==> config.mk <==
export PLATFORM = sky130hd
export DESIGN_NAME = down_counter_timer
export DESIGN_NICKNAME = d
export VERILOG_FILES = /design/src/rtl/down_counter_timer_pkg.sv /design/src/rtl/en_prescaler.sv /design/src/rtl/down_counter_timer.sv
export SDC_FILE = /design/constraint.sdc
export NUM_CORES = 1
export LEC_CHECK = 0
export ABC_AREA = 1
export ABC_CLOCK_PERIOD_IN_PS = 1900
export BUFFER_PORTS_ARGS = -buffer_cell sky130_fd_sc_hd__buf_2
export CAP_MARGIN = 10
export CORE_UTILIZATION = 45
export DETAILED_ROUTE_END_ITERATION = 6
export PLACE_DENSITY = 0.8
export SYNTH_ARGS = -nofsm -noshare
export SYNTH_HDL_FRONTEND = slang
export SYNTH_SLANG_ARGS = --single-unit
==> constraint.sdc <==
create_clock -name clk -period 1.9 [get_ports clk]
set_clock_uncertainty 0.2 [all_clocks]
set_input_delay 0.19 -clock clk [delete_from_list [all_inputs] [get_ports clk]]
set_output_delay 0.19 -clock clk [all_outputs]
set_load 0.05 [all_outputs]
==> src/rtl/down_counter_timer_pkg.sv <==
// Shared types and bench defaults for the loadable down-counter/timer.
package down_counter_timer_pkg;

  typedef enum logic [1:0] {
    IDLE = 2'd0,
    RUN  = 2'd1,
    DONE = 2'd2
  } state_t;

  localparam int DEFAULT_WIDTH    = 8;
  localparam int DEFAULT_PRESCALE = 1;

endpackage

==> src/rtl/en_prescaler.sv <==
// Divides qualified enable pulses: one tick per PRESCALE en pulses while clr is low.
module en_prescaler
  import down_counter_timer_pkg::*;
#(
  parameter int PRESCALE = DEFAULT_PRESCALE
) (
  input  logic clk,
  input  logic rstb,
  input  logic clr,
  input  logic en,
  output logic tick
);

  generate
    if (PRESCALE <= 1) begin : g_bypass
      logic unused_ok;
      assign unused_ok = &{1'b0, clk, rstb, clr};
      assign tick      = en;
    end else begin : g_count
      localparam int CW = $clog2(PRESCALE);
      localparam logic [CW-1:0] LAST = CW'(PRESCALE - 1);

      logic [CW-1:0] cnt_reg;
      logic          at_last;

      assign at_last = (cnt_reg == LAST);
      // Qualify with clr so a load or a non-counting state never produces a tick.
      assign tick    = en & ~clr & at_last;

      always_ff @(posedge clk) begin
        if (!rstb || clr) begin
          cnt_reg <= '0;
        end else if (en) begin
          cnt_reg <= at_last ? '0 : cnt_reg + CW'(1);
        end
      end
    end
  endgenerate

endmodule

==> src/rtl/down_counter_timer.sv <==
// Loadable down-counter/timer with one-cycle done pulse at terminal count.
// Optional periodic reload enabled by defining DOWN_COUNTER_TIMER_AUTO_RELOAD_EN.
module down_counter_timer
  import down_counter_timer_pkg::*;
#(
  parameter int WIDTH    = DEFAULT_WIDTH,
  parameter int PRESCALE = DEFAULT_PRESCALE
) (
  input  logic             clk,
  input  logic             rstb,
  input  logic             load,
  input  logic [WIDTH-1:0] data,
  input  logic             en,
  output logic [WIDTH-1:0] out,
  output logic             busy,
  output logic             done
);

  state_t           state_reg, state_next;
  logic [WIDTH-1:0] out_reg, out_next;
  logic             busy_reg, done_reg;
  logic             tick;
  logic             pre_clr;

`ifdef DOWN_COUNTER_TIMER_AUTO_RELOAD_EN
  logic [WIDTH-1:0] reload_reg, reload_next;
`endif

  // The prescaler only accumulates en pulses while a count is in progress.
  assign pre_clr = (state_reg != RUN) || load;

  en_prescaler #(
    .PRESCALE(PRESCALE)
  ) u_prescaler (
    .clk (clk),
    .rstb(rstb),
    .clr (pre_clr),
    .en  (en),
    .tick(tick)
  );

  always_comb begin
    state_next = state_reg;
    out_next   = out_reg;
`ifdef DOWN_COUNTER_TIMER_AUTO_RELOAD_EN
    reload_next = reload_reg;
    if (load) begin
      reload_next = data;
    end
`endif
    // A load is accepted identically from every state and beats any tick.
    if (load) begin
      out_next   = data;
      state_next = (data != '0) ? RUN : DONE;
    end else begin
      case (state_reg)
        IDLE: begin
          state_next = IDLE;
        end
        RUN: begin
          if (tick) begin
            if (out_reg > WIDTH'(1)) begin
              out_next = out_reg - WIDTH'(1);
            end else begin
              out_next   = '0;
              state_next = DONE;
            end
          end
        end
        DONE: begin
`ifdef DOWN_COUNTER_TIMER_AUTO_RELOAD_EN
          if (reload_reg != '0) begin
            out_next   = reload_reg;
            state_next = RUN;
          end else begin
            out_next   = '0;
            state_next = IDLE;
          end
`else
          out_next   = '0;
          state_next = IDLE;
`endif
        end
        default: begin
          out_next   = '0;
          state_next = IDLE;
        end
      endcase
    end
  end

  always_ff @(posedge clk) begin
    if (!rstb) begin
      state_reg <= IDLE;
      out_reg   <= '0;
      busy_reg  <= 1'b0;
      done_reg  <= 1'b0;
    end else begin
      state_reg <= state_next;
      out_reg   <= out_next;
      busy_reg  <= (state_next == RUN);
      done_reg  <= (state_next == DONE);
    end
  end

`ifdef DOWN_COUNTER_TIMER_AUTO_RELOAD_EN
  always_ff @(posedge clk) begin
    if (!rstb) begin
      reload_reg <= '0;
    end else begin
      reload_reg <= reload_next;
    end
  end
`endif

  assign out  = out_reg;
  assign busy = busy_reg;
  assign done = done_reg;

endmodule

==> flow_summary.ini, run 1 <==
[synth]
syn_avg_cell_area_um2 = 6.765
yosys_warnings = 0
synth_top_cell_by_area = dfxtp_1
seq_area_frac_synth_pct = 31.42
synthesis.instances = 113
yosysTopAreaCellShare_pct = 31.42
synth_area_leaders = dfxtp_1 (31%), nand2_1 (11%), inv_1 (7.9%)
syn_nets = 127
netlist_area_um2 = 764.5
synthDistinctLibCells = 22
synth-seq-cells = 12

[critical_path]
cp_slowest_stage_delay_ns = 0.37
endpoint_kind = register
critPathKind = reg -> reg
cp.arrival_ns = 1.71
crit_path_top_delay_cell = dfxtp_1
required_ns = 1.91
cp-start-kind = register
crit_chain = inv_2 > ha_1 > inv_1 > nand2_1 > nand2_2 > nor2_4 > nor3_2 > nand2_1 > a21oi_2
r2r_slack_ns = 0.20
crit_path_frequent_cell = nand2_1
path_max_fanout = 5

[timing]
maxSlewHeadroom_pct = 79.45
tns_ns = 0
max_freq_mhz = 588.9
rsz0062_at_grt = false
period_minus_slack_ns = 1.698
setup_ws_ns = 0.2019
slew_violations = 0
worstMarginPinSlew_ns = 0.3065
hold_viol = 0
setup_viol = 0
fin_crit_sh_pct = 89.37

[die]
start_util_pct = 49.59
rows = 14
ioPinCount = 22
core_area_mm2 = 0.001541
die_h_um = 43.22
die_w_um = 43.22
dieArea_mm2 = 0.001868

[detailed_routing]
drtIter0Drc = 31
vias = 802
ant_nets = 0
routedWlPerCell_um = 11.05
drt-total-wl_mm = 1.690
first_pass_iters = 4
vias_per_cell = 5.242
drc = 0

[cts]
clockBufferDepth = 2
cts_max_level = 1
clock_sinks = 12
clk_latency_ns = 0.28
cts_resized = 0
cts_buffers = 3
root_buffer = clkbuf_4
cts_tree = built
clkSlewWorstSetupHoldPaths_ns = 0.09
post_cts_buffers = 0
ctsHoldBuffers = 1

[worst_hold_path]
hold_class = in -> reg

[layout]
layout-drive-gt1-share_pct = 29.20
final_common_cell = nand2_1
area.sequential_um2 = 240.2
nNetsFinal = 152
largest_reg_flops = 8
num-fill-cells = 147
fin_area_um2 = 913.4
layout_common_cells = nand2_1 (22), buf_2 (21), inv_1 (16)
final_cells = 153
multi_input_area_um2 = 420.4
syn2layout_area_growth_pct = 19.48
num_antenna_cells = 0

[placed_design]
dp_slack_ns = 0.2667
place_area_um2 = 867.1
gp_congestion = 0.8473
numPortBuffers = 21
dp.cells = 148
dpl.hpwl_mm = 1.259

[global_routing]
grt_pass1_wl_mm = 2.773
groute.usage.overall_pct = 19.91
grt_pass1_vias = 662
grt_max_degree = 13
grt.overflow.total = 0
antenna_found_initial = 0

[power_and_ir_drop]
power.leakage_uw = 0.0004475
p_per_area_mw_per_mm2 = 763.9
vdd_ir_drop_max_mv = 0.3806

[flow_run]
cap_violations = 0

[outcome]
status = finished, final reports clean
==> cells in the mapped netlist, drive strengths merged <==
| cell | count |
|---|---|
| nand2 | 25 |
| inv | 20 |
| a21oi | 13 |
| dfxtp | 12 |
| nor2 | 12 |
| o21ai | 10 |
| nand3 | 7 |
| nand4 | 4 |
| xor2 | 3 |
| buf | 2 |
| ha | 2 |
| nor3 | 2 |
| clkinv | 1 |
==> path summary, 6_finish.rpt <==
check	startpoint	end	cells after the start
setup reg to reg	out[0]	out[1]	9
hold / removal	data[0]	out[0]	5
hold reg to reg	out[0]	out[0]	3
setup / recovery	out[0]	out[1]	9
==> layout make-up <==
class                           count  area share [%]
Multi-Input combinational cell     78           46.03
Sequential cell                    12           26.30
Timing Repair Buffer               22           12.60
Inverter                           21           8.904
Clock buffer                        4           3.973
Tap cell                           16           2.192
==> critical path, delay by kind of cell (launching register included) <==
kind | cells | cell delay, ns
AND/OR/NAND/NOR | 5 | 0.54
flip-flops | 1 | 0.37
adder cells (fa/ha/maj) | 1 | 0.26
buffers and inverters | 2 | 0.15
AO/OA/AOI/OAI | 1 | 0.12
==> through the flow <==
step           utilization [%]  hold WS, ns  total power, uW
6_report                 59.25      0.05386            697.8
4_1_cts                  59.25      0.05658            696.2
2_1_floorplan                -       0.1381            444.6
3_3_place_gp             56.25       0.2651            483.8
3_5_place_dp             56.25       0.2668            486.0
5_1_grt                  59.25      0.07211            729.7
==> power breakdown <==
| part | total [uW] | leakage, uW | internal (uW) | switching (uW) |
|---|---|---|---|---|
| Combinational | 206 | 0.000328 | 63.4 | 142 |
| Sequential | 279 | 0.0000989 | 266 | 12.4 |
| Clock | 213 | 0.0000210 | 117 | 96.7 |
| Total | 698 | 0.000448 | 446 | 251 |
==> cells by family after synthesis <==
kind of cell               count (synthesis)  synth area share, %
xor gates and xnor gates                   3                3.438
buffers and inverters                     23                13.58
and+or+nand+nor                           50                32.24
DFF                                       12                31.42
AOI/OAI and AO/OA                         23                16.04
adders and majority gates                  2                3.273
==> metal layers <==
layer  vias up  wire length [um]  global-route usage, %
li1        413                 -                      -
met1       349               800                  27.01
met2        34               761                  31.04
met3         6                86                  2.553
met4         0                42                  9.091
met5         -                 0                      0
(Power assumes the default switching activity.)
==> run 2: changes to the inputs <==
- ABC_AREA: 1 -> not set
- PLACE_DENSITY: 0.8 -> 0.81
==> run 2 against run 1 <==
Compared with the run above:
- the run now ends with negative hold slack left
- sequential power increased by 3%
- first-iteration DRC count increased by 6.5%
- utilization rose by 6.8 points
- setup slack worse by 0.10 ns
- die area decreased by 11%
- non-clock buffer count increased by 4
- hold slack got worse by 0.060 ns
- highest routed layer unchanged
==> flow_summary.ini, run 2 <==
[layout]
final_common_cell = buf_2
final_util_pct = 66.08
largest_reg_flops = 8
syn2layout_area_growth_pct = 32.04
layout_common_cells = buf_2 (21), dfxtp_1 (10), nor2_1 (8)
num_antenna_cells = 0
layout-drive-gt1-share_pct = 33.94
nNetsFinal = 124

[timing]
period_minus_slack_ns = 1.802
max_freq_mhz = 554.8
worstMarginPinSlew_ns = 0.3598
setup_viol = 0
maxSlewHeadroom_pct = 76.02
rsz0062_at_grt = false
slew_violations = 0
fin_crit_sh_pct = 94.87
tns_ns = 0
fin_hold_ws_ns = -0.005646
hold_viol = 2

[synth]
yosys_warnings = 0
yosysTopAreaCellShare_pct = 35.56
synthDistinctLibCells = 33
ys.flop_type = dfxtp_1
async_reset_ff_share_pct = 0
synth-seq-cells = 12
synth_edf_count = 0
syn_nets = 96
synth_most_common_cell = dfxtp_1
synth_area_leaders = dfxtp_1 (36%), nor2_1 (4.4%), a21oi_1 (3.7%)
synth_common_cells = dfxtp_1 (12), nor2_1 (8), nand2_1 (6), a21oi_1 (5)
syn_avg_cell_area_um2 = 8.240
synth_top_cell_by_area = dfxtp_1
synthesis.instances = 82
seq_area_frac_synth_pct = 35.56
netlist_area_um2 = 675.6

[cts]
root_buffer = clkbuf_4
clkSlewWorstSetupHoldPaths_ns = 0.08
clk_latency_ns = 0.27
cts_max_level = 1
cts_tree = built
cts_buffers = 3
clockBufferDepth = 2
clock_sinks = 12

[power_and_ir_drop]
power.leakage_uw = 0.0003629
p_per_area_mw_per_mm2 = 801.0
vdd_ir_drop_max_mv = 0.4943

[die]
core_area_mm2 = 0.001350
start_util_pct = 50.05
rows = 13
dieArea_mm2 = 0.001661
ioPinCount = 22
die_w_um = 40.75
die_h_um = 40.75

[detailed_routing]
routedWlPerCell_um = 14.81
ant_nets = 0
drc = 0
vias = 772
vias_per_cell = 6.226
drt-total-wl_mm = 1.837
first_pass_iters = 4
drtIter0Drc = 33

[critical_path]
cp.arrival_ns = 1.81
setup.worst_path.end = out[5]
reg2reg_depth = 6
endpoint_kind = register
crit_chain = inv_1 > ha_4 > or2_4 > a31oi_4 > o221ai_1 > a31oi_1
r2r_slack_ns = 0.1
crit_path_top_delay_cell = dfxtp_4
path_max_fanout = 9
timing.rr.end = out[5]
required_ns = 1.91
r2r-start = out[1]
critPathKind = reg -> reg
cp_slowest_stage_delay_ns = 0.37
cp-start-kind = register
crit_start = out[1]

[worst_hold_path]
hold_class = in -> reg

[global_routing]
grt_max_degree = 14
groute.usage.overall_pct = 24.94
grt.overflow.total = 0
antenna_found_initial = 0
grt_pass1_wl_mm = 2.649
grt_pass1_vias = 607

[placed_design]
numPortBuffers = 21
dpl.hpwl_mm = 1.276
gp_congestion = 0.9117

[outcome]
violations = negative hold slack
status = finished with violations

[flow_run]
cap_violations = 0
-- run 2: worst min path at each step --
| stage | start | end | slack [ns] | cells past startpoint |
|---|---|---|---|---|
| global placement | rstb | state_reg[0] | 0.26 | 3 |
| detailed placement | rstb | state_reg[0] | 0.27 | 3 |
| global route | data[5] | out[5] | 0.002 | 3 |
| finish | data[6] | out[6] | -0.006 | 3 |
| floorplan | rstb | busy | 0.13 | 2 |
| CTS | data[5] | out[5] | 0.00007 | 3 |
-- run 2: layout make-up --
cell class	instances	area (um2)
Tap cell	15	18.77
Timing Repair Buffer	26	145.1
Clock buffer	4	36.28
Sequential cell	12	247.7
Fill cell	116	457.9
Multi-Input combinational cell	63	429.2
Inverter	4	15.01
-- run 2: report_power, final --
group / switching [uW] / internal, uW
Combinational: 140 / 81.1
Clock: 89.7 / 117
Sequential: 20.1 / 267
-- run 2: kinds of logic after synthesis --
group | after synthesis | synth area share [%]
AOI/OAI and AO/OA | 27 | 28.89
buffers and inverters | 7 | 4.073
adders and majority gates | 2 | 3.703
DFF | 12 | 35.56
and+or+nand+nor | 33 | 26.48
xor gates and xnor gates | 1 | 1.297
-- run 2: worst max-delay path: cells and delay by family, from the launching register on --
family          cells  cell delay, ns
compound gates      3            0.64
flops               1            0.37
simple gates        1            0.27
fa+ha+maj           1            0.17
buf+inv             1            0.08
-- run 2: per-stage QoR --
stage               total power [uW]  setup slack, ns  instances  area [um2]  hold WS, ns
global placement               496.5          0.09862        119       827.0       0.2633
CTS                            703.4         0.001710        124       873.3   0.00007255
global route                   743.5          0.01746        124       892.1     0.002130
floorplan                      433.9          0.01678         82       685.7       0.1278
finish                         714.6          0.09756        124       892.1    -0.005646
detailed placement             499.8          0.03053        119       827.0       0.2674
-- run 2: repair_timing --
item | in CTS | in global routing
setup buffers | 0 | 0
resized for setup | 0 | 4
setup endpoints to repair | 0 | 7
hold endpoints to repair | 3 | 0
hold buffers | 1 | 0
-- run 2: routing by layer --
metal / track usage [%] / up-vias / share of wire, %
met4: 15.83 / 0 / 3.0
met1: 33.44 / 356 / 42
met2: 35.32 / 36 / 46
li1: - / 371 / -
met5: 0 / - / 0
met3: 5.978 / 9 / 9.1
==> run 3: changes to the inputs <==
==> constraint.sdc (replaced) <==
create_clock -name clk -period 1.9 [get_ports clk]
set_clock_uncertainty 0.2 [all_clocks]
set_input_delay 0.095 -clock clk [delete_from_list [all_inputs] [get_ports clk]]
set_output_delay 0.095 -clock clk [all_outputs]
set_load 0.05 [all_outputs]
==> run 3 against run 2 <==
Compared with the run above:
- the run now ends clean
- power decreased by 2.3%
- final cell count increased by 6.5%
- cell area increased by 9.4%
- wire length increased by 19%
- count of clock-buffer cells in the layout decreased by 1
- combinational power increased by 10%
- sequential power about the same
- flip-flop and latch count unchanged
- highest routed layer unchanged
==> flow_summary.ini, run 3 (synthesis gave the netlist of run 2 again) <==
[cts]
clock_sinks = 12
cts_max_level = 1
cts_buffers = 3
root_buffer = clkbuf_4
cts_tree = built
post_cts_buffers = 0
clk_latency_ns = 0.28
clockBufferDepth = 2
clkSlewWorstSetupHoldPaths_ns = 0.08

[timing]
fin_crit_sh_pct = 98.01
slew_violations = 0
max_freq_mhz = 537.0
period_minus_slack_ns = 1.862
worstMarginPinSlew_ns = 0.3628
hold_viol = 0
setup_ws_ns = 0.03789
setup_viol = 0
maxSlewHeadroom_pct = 75.82

[die]
start_util_pct = 50.05
die_w_um = 40.75
die_h_um = 40.75
dieArea_mm2 = 0.001661
rows = 13
ioPinCount = 22
core_area_mm2 = 0.001350

[detailed_routing]
first_pass_iters = 5
routedWlPerCell_um = 16.58
drt-total-wl_mm = 2.188
vias = 850
drc = 0
ant_nets = 0
vias_per_cell = 6.439
drtIter0Drc = 46

[worst_hold_path]
hold_class = in -> reg

[global_routing]
groute.usage.overall_pct = 27.01
grt_pass1_wl_mm = 2.870
grt_pass1_vias = 657
grt_max_degree = 15
grt.overflow.total = 0
antenna_found_initial = 0

[critical_path]
endpoint_kind = register
crit_path_frequent_cell = dlygate4sd3_1
required_ns = 1.87
crit_chain = dlygate4sd3_1 > buf_2 > nor4_2 > nand3_1 > nand2_1 > dlygate4sd3_1 > nor2_1
crit_path_top_delay_cell = dlygate4sd3_1
cp_top_family = buffers and inverters
cp_slowest_stage_delay_ns = 0.56
critPathKind = in -> reg
cp-start-kind = primary input
cp.arrival_ns = 1.83
path_max_fanout = 2
crit_buf_inv = 3

[placed_design]
numPortBuffers = 21
dpl.hpwl_mm = 1.326
dp.cells = 118
dp_slack_ns = 0.04465
gp_congestion = 0.9062

[power_and_ir_drop]
vdd_ir_drop_max_mv = 0.6123
p_per_area_mw_per_mm2 = 715.1
power.leakage_uw = 0.0003910

[layout]
num_antenna_cells = 0
num-fill-cells = 100
layout_common_cells = buf_2 (21), dfxtp_1 (10), dlygate4sd3_1 (10)
layout-drive-gt1-share_pct = 31.62
nNetsFinal = 132
largest_reg_flops = 8
final_common_cell = buf_2
final_cells = 132
syn2layout_area_growth_pct = 44.44

[outcome]
status = finished, final reports clean

[flow_run]
cap_violations = 0
==> run 3: path summary, 6_finish.rpt <==
kind                              start            to  slack, ns  cells after the start
worst max register to register   out[1]        out[6]       0.04                      6
worst min register to register   out[5]        out[5]       0.36                      2
worst max-delay path            data[1]  state_reg[0]       0.04                      7
worst min-delay path               load        out[6]      0.008                      3
==> run 3: worst register-to-register path: stages (launching register included) <==
cell and delay (ns):
dfxtp_4 0.36, inv_1 0.13, ha_4 0.17, or3b_2 0.49
nor4_2 0.18, o211ai_1 0.12, a31oi_1 0.14
==> run 3: metrics by stage <==
stage	TNS, ns	cell area [um2]	utilization (%)	hold WS (ns)	total power [uW]
5_1_grt	-0.08047	975.9	72.29	0.03116	728.8
2_1_floorplan	0	685.7	-	0.03277	433.9
4_1_cts	0	945.9	70.06	0.004806	680.2
6_report	0	975.9	72.29	0.008494	697.9
3_5_place_dp	0	819.5	60.70	0.1729	499.2
3_3_place_gp	0	819.5	60.70	0.1706	494.9
==> run 3: area by class of cell <==
type / count / area [um2] / share of cell area, %
clock inverters: 1 / 3.754 / 0.3846
repair buffers: 34 / 227.7 / 23.33
clock buffers: 3 / 22.52 / 2.308
well taps: 15 / 18.77 / 1.923
flip-flops and latches: 12 / 247.7 / 25.38
inverters: 4 / 15.01 / 1.538
multi-input cells: 63 / 440.4 / 45.13
==> run 3: where the power goes <==
part,leakage (uW),internal (uW),switching (uW)
Clock,0.0000154,76.2,91.3
Sequential,0.000100,267,20.6
Combinational,0.000275,93.5,149
==> run 3: timing repair <==
action                                  in CTS  in global routing
hold buffers                                10                  0
resized for setup                            0                  6
endpoints found under the setup margin       0                  9
endpoints found under the hold margin        9                  0
==> run 3: routing by layer <==
metal / GRT usage [%] / wire length [um] / up-vias
met5: 0 / 0 / -
met4: 10.83 / 80 / 0
met3: 8.152 / 184 / 13
met2: 45.24 / 1104 / 64
met1: 31.80 / 818 / 386
li1: - / - / 387
